### src/rtl/perceptron_classifier.sv
`default_nettype none
// ============================================================================
// Module      : perceptron_classifier
// Description : Streams labelled samples through trained perceptron weights
//               with one shared multiplier; tracks sample and error counts.
// Revision    : 1.0 - initial release
// ============================================================================
module perceptron_classifier #(
  parameter int DW   = 14,
  parameter int FRAC = 0,
  parameter int CW   = 16
) (
  input  logic          clk,
  input  logic          rst,
  input  logic          start,
  input  logic [DW-1:0] w1,
  input  logic [DW-1:0] w2,
  input  logic [DW-1:0] b,
  input  logic          s_valid,
  output logic          s_ready,
  input  logic [DW-1:0] s_x1,
  input  logic [DW-1:0] s_x2,
  input  logic          s_t,
  input  logic          s_last,
  output logic          o_valid,
  input  logic          o_ready,
  output logic          o_y,
  output logic [DW-1:0] o_yin,
  output logic [CW-1:0] smp_cnt,
  output logic [CW-1:0] err_cnt,
  output logic          busy,
  output logic          done
);

  localparam int AW = 2*DW + 2;

  typedef enum logic [2:0] {
    S_IDLE = 3'd0,
    S_WAIT = 3'd1,
    S_MUL1 = 3'd2,
    S_MUL2 = 3'd3,
    S_ADDB = 3'd4,
    S_OUT  = 3'd5,
    S_FIN  = 3'd6
  } state_t;

  state_t r_state, w_next;

  logic [DW-1:0]        r_w1, r_w2, r_b, r_x1, r_x2;
  logic                 r_t, r_last;
  logic signed [AW-1:0] r_acc;
  logic [CW-1:0]        r_smp, r_err;

  logic [DW-1:0]        w_op_a, w_op_b;
  logic signed [AW-1:0] w_a_ext, w_b_ext, w_prod, w_bias, w_shift;
  logic [AW-DW:0]       w_hi;
  logic [DW-1:0]        w_sat;
  logic                 w_y;

  // Operands are widened to the accumulator width first so the product is exact.
  assign w_op_a  = (r_state == S_MUL1) ? r_w1 : r_w2;
  assign w_op_b  = (r_state == S_MUL1) ? r_x1 : r_x2;
  assign w_a_ext = {{(AW-DW){w_op_a[DW-1]}}, w_op_a};
  assign w_b_ext = {{(AW-DW){w_op_b[DW-1]}}, w_op_b};
  assign w_prod  = w_a_ext * w_b_ext;
  assign w_bias  = $signed({{(AW-DW){r_b[DW-1]}}, r_b}) <<< FRAC;

  assign w_shift = r_acc >>> FRAC;
  assign w_hi    = w_shift[AW-1:DW-1];
  assign w_sat   = ((&w_hi) || !(|w_hi)) ? w_shift[DW-1:0]
                 : (w_hi[AW-DW] ? {1'b1, {(DW-1){1'b0}}} : {1'b0, {(DW-1){1'b1}}});
  assign w_y     = ~r_acc[AW-1];

  assign o_y     = (r_state == S_OUT) && w_y;
  assign o_yin   = (r_state == S_OUT) ? w_sat : '0;
  assign smp_cnt = r_smp;
  assign err_cnt = r_err;

  always_comb begin
    w_next  = r_state;
    s_ready = 1'b0;
    o_valid = 1'b0;
    busy    = 1'b1;
    done    = 1'b0;
    case (r_state)
      S_IDLE: begin
        busy = 1'b0;
        if (start) w_next = S_WAIT;
      end
      S_WAIT: begin
        s_ready = 1'b1;
        if (s_valid) w_next = S_MUL1;
      end
      S_MUL1: w_next = S_MUL2;
      S_MUL2: w_next = S_ADDB;
      S_ADDB: w_next = S_OUT;
      S_OUT: begin
        o_valid = 1'b1;
        if (o_ready) w_next = r_last ? S_FIN : S_WAIT;
      end
      S_FIN: begin
        busy   = 1'b0;
        done   = 1'b1;
        w_next = S_IDLE;
      end
      default: w_next = S_IDLE;
    endcase
  end

  always_ff @(posedge clk) begin
    if (rst) begin
      r_state <= S_IDLE;
      r_w1    <= '0;
      r_w2    <= '0;
      r_b     <= '0;
      r_x1    <= '0;
      r_x2    <= '0;
      r_t     <= 1'b0;
      r_last  <= 1'b0;
      r_acc   <= '0;
      r_smp   <= '0;
      r_err   <= '0;
    end else begin
      r_state <= w_next;
      case (r_state)
        S_IDLE: if (start) begin
          r_w1  <= w1;
          r_w2  <= w2;
          r_b   <= b;
          r_smp <= '0;
          r_err <= '0;
        end
        S_WAIT: if (s_valid) begin
          r_x1   <= s_x1;
          r_x2   <= s_x2;
          r_t    <= s_t;
          r_last <= s_last;
        end
        S_MUL1: r_acc <= w_prod;
        S_MUL2: r_acc <= r_acc + w_prod;
        S_ADDB: r_acc <= r_acc + w_bias;
        S_OUT: if (o_ready) begin
          if (r_smp != {CW{1'b1}}) r_smp <= r_smp + CW'(1);
          if ((w_y != r_t) && (r_err != {CW{1'b1}})) r_err <= r_err + CW'(1);
        end
        default: ;
      endcase
    end
  end

endmodule
`default_nettype wire

### config.mk
export PLATFORM = sky130hd
export DESIGN_NAME = perceptron_classifier
export DESIGN_NICKNAME = d
export VERILOG_FILES = /design/src/rtl/perceptron_classifier.sv
export SDC_FILE = /design/constraint.sdc
export NUM_CORES = 1
export LEC_CHECK = 0
export ABC_CLOCK_PERIOD_IN_PS = 10000
export CORE_ASPECT_RATIO = 1.2
export CORE_MARGIN = 2
export CORE_UTILIZATION = 55
export CTS_CLUSTER_DIAMETER = 200
export CTS_CLUSTER_SIZE = 8
export DETAILED_ROUTE_END_ITERATION = 16
export PLACE_DENSITY = 0.79
export SYNTH_ARGS = -nofsm -noshare
export SYNTH_HDL_FRONTEND = slang
export SYNTH_SLANG_ARGS = --single-unit
### constraint.sdc
create_clock -name clk -period 10 [get_ports clk]
set_input_delay 2 -clock clk [delete_from_list [all_inputs] [get_ports clk]]
set_output_delay 2 -clock clk [all_outputs]
set_load 0.01 [all_outputs]
# Word level (Yosys, flattened, before mapping)
# Cells that the tools add are included.
word_totals:
  ff_bits: 137
  inputBits: 77
  wordCells: 68
op_classes:
  addsub: 4
  n_mul: 1
  n_eq_ne: 14
  mux: 22
  bitwise: 1
  reduce_logical: 15
ops:
  columns: ["operator", "count"]
  rows:
  - ["$pmux 30 s3", 1]
  - ["$mux 16", 5]
  - ["$mux 14", 5]
  - ["$pmux 16 s2", 2]
  - ["$add 16x1->16 const B", 2]
  - ["$ne 16x16->1 const B", 2]
  - ["$add 30x14->30", 1]
  - ["$add 30x28->30", 1]
  - ["$mul 14x14->28", 1]
  - ["$pmux 3 s6", 1]
  - ["$reduce_and 17->1", 1]
  - ["$reduce_or 17->1", 1]
  - ["$mux 3", 4]
  - ["$eq 3x3->1 const B", 3]
  - ["$reduce_and 4->1", 2]
  - ["$eq 3x2->1 const B", 2]
  - ["$ne 2x2->1 const B", 3]
  - ["$mux 1", 4]
  - ["$ne 2x1->1 const B", 2]
  - ["$reduce_and 2->1", 2]
  - ["$eq 3x1->1 const B", 1]
  - ["$logic_not 3->1", 1]
  - ["$reduce_and 3->1", 1]
  - ["$reduce_bool 3->1", 1]
  - ["other kinds (7)", 8]

# Logic depth before layout (Yosys ltp)
# Gate-level depths: netlist of run 1.
logic_depth:
  ltp_word: 6
  mapped_depth: 42

# Worst setup path before layout of run 1
# Ideal clock, no wire load.
synth_timing:
  path_kind: "reg2reg"
  start: "register r_state[1]"
  end: "register r_acc[28]"
  setup_ns: 0.136
  t_arrival_ns: 9.337
  t_required_ns: 9.864
  path_slack_ns: 0.528
  path_stages_with_launch: 43
  n_path_buf: 4
  cell_sequence: "dfxtp_1 > buf_2 > inv_1 > nor3_1 > buf_2 > mux2i_1 > clkbuf_1 > nor2_1 > fa_1 > inv_1 > fa_1 > inv_1 > fa_1 > inv_1 > fa_1 > inv_1 > fa_1 > inv_1 > (+7 left out) > a21oi_1 > o21bai_1 > a2111oi_0 > nor3_1 > xnor2_1 > o21ai_1 > ha_1 > buf_6 > a21o_1 > a21o_1 > a21o_1 > a2111oi_4 > a21oi_2 > a21o_1 > a21o_1 > a21oi_2 > mux2i_1 > a211oi_2"
synth_via:
  elab_chain_len: 5
synth_rtl:
  columns: ["item", "line_no", "source"]
  rows:
  - ["from (decl)", "47", "state_t r_state, w_next;"]
  - ["from (signal assigned)", "124", "r_state <= w_next;"]
  - ["$eq 3x2->1", "61, 62, 125", null]
  - ["$mux 14 (on tied branches)", "61, 62", null]
  - ["$mul 14x14->28", "65", "assign w_prod = w_a_ext * w_b_ext;"]
  - ["$add 30x28->30", "140", "S_MUL2: r_acc <= r_acc + w_prod;"]
  - ["$pmux 30 s3", "125", "case (r_state)"]
  - ["to (signal assigned)", "139", "S_MUL1: r_acc <= w_prod;"]
  - ["to (signal assigned)", "140", null]
  - ["to (signal assigned)", "141", "S_ADDB: r_acc <= r_acc + w_bias;"]
  - ["to (decl)", "51", "logic signed [AW-1:0] r_acc;"]
# Parallel ways exist; a longest one is shown, timed or not.
# A chain may end at the register's enable or synchronous reset.

# Worst setup path in the final report of run 1
layout_timing:
  start: "register r_state[2]"
  end: "register r_acc[28]"
# The elaborated chain is that of the path after synthesis.

==> key figures, run 1 <==
Outcome
  • Status: finished, final reports clean

STA
  • RSZ-0062 raised after global routing: no
  • Setup-failing EPs final: 0
  • Setup TNS: 0 ns
  • Final worst-path cycle share: 0.946
  • Hold WS: 0.457 ns
  • Slew Limit Fails: 0
  • Fmax: 106 MHz
  • Final worst path period need: between 9 and 10 ns
  • Final count of hold timing violations: 0
  • Worst Max-Slew Pin Slew: 1.22 ns
  • Rel. slew slack: 0.188
  • Layout Skew: between 0.01 and 0.015 ns
  • PnR worst setup slack: 0.536 ns

Floorplan
  • Core box area: 0.0271 mm^2
  • Ports: between 100 and 150
  • Die Span Y: 186 um
  • Num rows: 66
  • Die Width: around 160 um
  • Die ar.: a little under 0.03 mm^2
  • Initial Utilization: 0.558

GRT
  • Initial antenna violation count: 0
  • Largest net degree at the start of global routing: between 50 and 60
  • Global-route wire length before repair: 70.4 mm
  • Total track usage: 0.312
  • Vias in the first global route: between 10,000 and 15,000
  • Total global routing overflow: 0

Worst setup path
  • Crit start category: register
  • Crit path arrival time: 9.76 ns
  • Crit. End Element: register
  • Critical path class: reg -> reg
  • Req. time, crit path: ~10 ns
  • CP Max Fanout: 11
  • Crit path top cell by count: fa_1
  • Slowest stage delay, CP: approximately 0.57 ns
  • Worst path slowest cell: dfxtp_1

Yosys
  • Ys async rst share: 0
  • Synth Instances: 1,881
  • Syn_area_per_cell: about 8 um^2
  • Mapped cell area: 0.0151 mm^2
  • Count of cell types in the netlist: a little over 70
  • Synth Register Bits: around 140
  • Synth Flop Type: dfxtp_1
  • Synthesized net count: 2,255
  • Sequential area share after synthesis: 0.181
  • Post-synth EDFFs: 0
  • YS warnings: 0

Route
  • Via count: roughly 14,000
  • WL final: between 40 and 50 mm
  • Initial DRC Count: 1,061
  • Antenna-violating nets left: 0
  • DR DRC count: 0
  • First-pass iteration count of the detailed router: 6
  • Avg Vias per Cell: 5.83
  • Routed WL per cell: about 18 um

Finish
  • Finished Cell Area: 0.0175 mm^2
  • Fin cells: 2,351
  • Area growth syn-to-layout: 16.0%
  • Layout Nets: 2,372
  • Fill count: around 2,200
  • Fin util: 0.648
  • # diodes: 0
  • Share of cells above drive strength 1: 0.0582

Clock network
  • Post-CTS Hold Buffers: 0
  • CTS Sinks: roughly 140
  • CTS Buf Count: 17
  • Clock buffer depth: 2
  • Clk Latency, worst-skew pair: 0.46 ns
  • CTS H-tree depth: 4
  • Clock Root Buffer: clkbuf_16
  • TritonCTS clock tree: done
  • Clock transition at the registers of the reported paths: 0.07 ns

Placement
  • Gp weighted congestion: 0.976
  • Hpwl dp: between 30 and 40 mm
  • Place WS: between 0.3 and 0.4 ns
  • Placed instance count: 2,317
  • Placed cell area: 0.0169 mm^2
  • Port bufs: about 130

Power
  • VDD IR max: approximately 0.087 mV
  • Power Dens Cells: approximately 110 mW/mm^2
  • Leakage power: 8.03 nW
  • Total Power: 1.99 mW

Job
  • Max-cap viol count: 0

Hold path
  • Hold Crit Class: reg -> reg
-- sequential cells by signal (all words and copies together), names as in the netlist --
signal	cells
r_state	3
r_w2	14
smp_cnt	16
r_x2	14
r_b	14
r_x1	14
r_acc	30
err_cnt	16
r_w1	14
r_last	1
r_t	1
-- power by group --
group / internal (mW) / leakage [nW] / switching (mW)
sequential: 0.584 / 1.11 / 0.0401
clock: 0.357 / 0.292 / 0.314
combinational: 0.261 / 6.63 / 0.429
total: 1.20 / 8.03 / 0.783
-- cell families (layout without fill, tap and decap cells) --
kind of cell	count (synthesis)	in the layout	share of synthesized area
buffers and inverters	311	441	0.0783
adders and majority gates	297	297	0.343
muxes	31	31	0.0206
DFF	137	137	0.181
xor gates and xnor gates	79	79	0.0458
and+or+nand+nor	696	696	0.192
AOI/OAI and AO/OA	330	330	0.139
-- placed cells by master (no fill, tap or decap), types with 4 or more instances in the layout --
master           Yosys  layout
nand4_1             12      12
xnor2_1             39      39
buf_4                0      42
nor2_1             204     202
inv_6                0       4
a211o_1              4       4
nand2_1            364     361
a21o_1              26      26
clkdlybuf4s50_1      0     126
a31oi_1              9       9
or2_2               11      11
and2_1               7       7
o21ai_1              6       6
a21oi_1            143     143
a211oi_1             9       9
mux2i_1             30      29
and3_1               8       8
o21bai_1            10      10
a2111oi_0           15      14
and4_1               6       6
dfxtp_1            137     136
fa_1               196     196
nor4_1               6       6
inv_8                0       4
inv_1              238     238
ha_1               101     101
nand3_1             24      23
nand2b_1            12      12
nor3_1              17      16
o21a_1               9       9
clkbuf_16            0      18
nor2b_1              9       8
nand3b_1             4       4
o21ai_0             51      51
or3_1                7       7
xor2_1              40      40
a221oi_1             6       6
-- repair_timing --
action | 4_1_cts | 5_1_grt
endpoints found under the setup margin | 0 | 5
resized for setup | 0 | 10
buffers inserted | 0 | 1
endpoints found under the hold margin | 0 | 0
-- synthesized netlist by cell type, drive strengths merged (10+ instances only) --
master	count	share of area
a2111oi	17	0.012
a211oi	11	0.0061
a21o	28	0.014
a21oi	146	0.049
a31oi	11	0.0054
clkbuf	65	0.016
dfxtp	137	0.18
fa	196	0.26
ha	101	0.084
inv	238	0.059
mux2i	30	0.020
nand2	364	0.090
nand2b	12	0.0050
nand3	24	0.0079
nand4	12	0.0050
nor2	204	0.051
nor3	18	0.0063
o21ai	57	0.019
o21bai	10	0.0050
or2	12	0.0050
xnor2	39	0.023
xor2	40	0.023
-- layout make-up --
| type | count | area [um^2] | share of cell area |
|---|---|---|---|
| clock buffers | 17 | 425 | 0.0243 |
| well taps | 340 | 425 | 0.0243 |
| multi-input cells | 1433 | 11200 | 0.641 |
| inverters | 238 | 893 | 0.0509 |
| repair buffers | 171 | 1630 | 0.0931 |
| flip-flops and latches | 137 | 2740 | 0.156 |
| clock inverters | 15 | 176 | 0.0101 |
-- metal layers --
layer  global-route usage  routed length (um)  vias up
li1                     -                   -     6316
met4                0.153                2130        0
met3               0.0405                2920      141
met2                0.539               21600      589
met1                0.388               16800     6671
met5                    0                   0        -
-- critical path: cells and delay by family (launching register included) --
family	cells	cell delay, ns
fa+ha+maj	8	3.68
compound gates	14	2.77
simple gates	5	0.85
mux	2	0.77
flops	1	0.57
buf+inv	5	0.43
xor+xnor	1	0.21
-- final timing paths --
kind | to | slack [ns] | start | depth (start not counted)
max | r_acc[28] | 0.54 | r_state[2] | 35
min | r_b[0] | 0.46 | r_b[0] | 2
max reg2reg | r_acc[28] | 0.54 | r_state[2] | 35
min reg2reg | r_b[0] | 0.46 | r_b[0] | 2
(Power assumes the default switching activity.)
==> run 2: changes to the inputs <==
--- a/config.mk
+++ b/config.mk
@@ -6,6 +6,7 @@
 export NUM_CORES = 1
 export LEC_CHECK = 0
 export ABC_CLOCK_PERIOD_IN_PS = 10000
+export CAP_MARGIN = 10
 export CORE_ASPECT_RATIO = 1.2
 export CORE_MARGIN = 2
 export CORE_UTILIZATION = 55
==> run 2 against run 1 <==
Design area barely moved; fmax increased by 0.27%; register-to-register slack improved by 0.03 ns; combinational power up 0.6%; worst hold slack gained 0.0013 ns.
==> key figures, run 2 (synthesis results as in run 1) <==
STA
  • Final count of hold timing violations: 0
  • Fmax: 106 MHz
  • Setup TNS: 0 ns
  • Worst Max-Slew Pin Slew: 1.21 ns
  • Hold WS: between 0.4 and 0.5 ns
  • RSZ-0062 raised after global routing: no
  • Final worst-path cycle share: 0.944
  • Final worst path period need: 9.44 ns
  • Rel. slew slack: 0.192
  • Layout Skew: 0.0136 ns
  • Slew Limit Fails: 0
  • Setup-failing EPs final: 0

GRT
  • Vias in the first global route: roughly 14,000
  • Total global routing overflow: 0
  • GR met3 Demand/Resource: 0.0405
  • Global-route wire length before repair: 70.4 mm
  • Total track usage: 0.312
  • Routing usage on met2: 0.539
  • Initial antenna violation count: 0
  • Routing usage on met1: 0.388
  • Layer with the highest usage: met2
  • Largest net degree at the start of global routing: 56

Finish
  • Layout Nets: 2,373
  • Largest register FFs: 30
  • Most common cell after layout, fill and taps aside: nand2_1
  • Area growth syn-to-layout: 16.1%
  • Share of cells above drive strength 1: 0.0586
  • Commonest cells after routing, fill and taps aside: nand2_1 (361), inv_1 (238), nor2_1 (202)
  • Most flop-heavy register: r_acc

Worst setup path
  • Worst reg2reg path depth: 35
  • Crit path from: r_state[2]
  • Critical path class: reg -> reg
  • R2R setup slack: ~0.56 ns
  • Buffers and inverters on the worst path: 5
  • CP Max Fanout: 11
  • Reg2reg start: r_state[2]
  • Crit. End Element: register
  • Req. time, crit path: 10.29 ns
  • Crit path top cell by count: fa_1
  • Crit path arrival time: 9.73 ns
  • Worst r2r dst: r_acc[28]
  • Worst path slowest cell: dfxtp_1
  • CP top delay family: adder cells
  • Crit start category: register
  • Slowest stage delay, CP: 0.57 ns

Route
  • Initial DRC Count: 967
  • Avg Vias per Cell: 5.84
  • Routed WL per cell: 18.5 um
  • Via count: 13,700
  • WL final: between 40 and 50 mm
  • Antenna-violating nets left: 0
  • DR DRC count: 0
  • First-pass iteration count of the detailed router: 6

Clock network
  • Clk Latency, worst-skew pair: 0.45 ns
  • CTS Sinks: roughly 140
  • Clock buffer depth: 2
  • TritonCTS clock tree: done
  • CTS Buf Count: 17
  • Clock Root Buffer: clkbuf_16
  • CTS H-tree depth: 4
  • Clock transition at the registers of the reported paths: approximately 0.07 ns

Floorplan
  • Die Width: around 160 um
  • Num rows: 66
  • Die Span Y: 186 um
  • Ports: 128
  • Initial Utilization: 0.558
  • Core box area: 0.0271 mm^2
  • Die ar.: 0.0288 mm^2

Power
  • VDD IR max: 0.0865 mV
  • Power Dens Cells: around 110 mW/mm^2
  • Leakage power: 8.04 nW

Placement
  • Port bufs: 127
  • Hpwl dp: 33.9 mm
  • Gp weighted congestion: about 1

Hold path
  • Hold Crit Class: reg -> reg
  • Hold Path Sink: r_x1[7]
  • Worst Min Path Start: r_x1[7]
  • Worst Hold Depth: 2

Job
  • Max-cap viol count: 0

Outcome
  • Status: finished, final reports clean
run 2: how the worst max path moves through the flow:
| stage | slack [ns] | endpoint | cells after the start |
|---|---|---|---|
| 4_1_cts | 0.30 | r_acc[28] | 38 |
| 3_5_place_dp | 0.37 | r_acc[28] | 39 |
| 5_1_grt | 0.04 | r_acc[28] | 39 |
| 6_report | 0.56 | r_acc[28] | 35 |
| 3_3_place_gp | 0.59 | r_acc[28] | 38 |
| 2_1_floorplan | 0.53 | r_acc[28] | 42 |
run 2: per-stage QoR:
step	utilization	area (um^2)	worst slack, ns	power, mW	std cells
final	0.648	17500	0.561	1.99	2353
after global routing	0.648	17500	0.0354	2.09	2352
after CTS	0.646	17500	0.300	1.98	2349
after detailed placement	0.623	16900	0.366	1.31	2317
after global placement	0.623	16900	0.592	1.29	2317
after floorplan	-	15100	0.528	1.09	1881
run 2: layout make-up:
cell class | count | area [um^2]
multi-input combinational | 1433 | 11200
fill | 2230 | 9540
sequential | 137 | 2740
timing repair buffer | 172 | 1640
inverter | 238 | 893
clock buffer | 17 | 425
tap | 340 | 425
clock inverter | 15 | 176
antenna | 1 | 2.50
run 2: report_power, final:
part / internal [mW] / switching [mW] / leakage (nW)
logic: 0.265 / 0.429 / 6.63
registers: 0.584 / 0.0399 / 1.11
clock network: 0.357 / 0.313 / 0.292
total: 1.21 / 0.782 / 8.04
run 2: worst min-delay path, cell delays in order (launching register included):
cell,delay (ns)
dfxtp_1,0.31
nand2_1,0.05
a21oi_1,0.05
run 2: what timing repair did:
| action | in CTS | in global routing |
|---|---|---|
| setup buffers | 0 | 1 |
| hold buffers | 0 | 0 |
| gates resized for setup | 0 | 10 |
| endpoints found under the setup margin | 0 | 5 |
run 2: layer usage:
metal	vias up	wire (um)
li1	6319	-
met1	6690	16900
met2	590	21600
met3	137	2900
met4	0	2080
met5	-	0
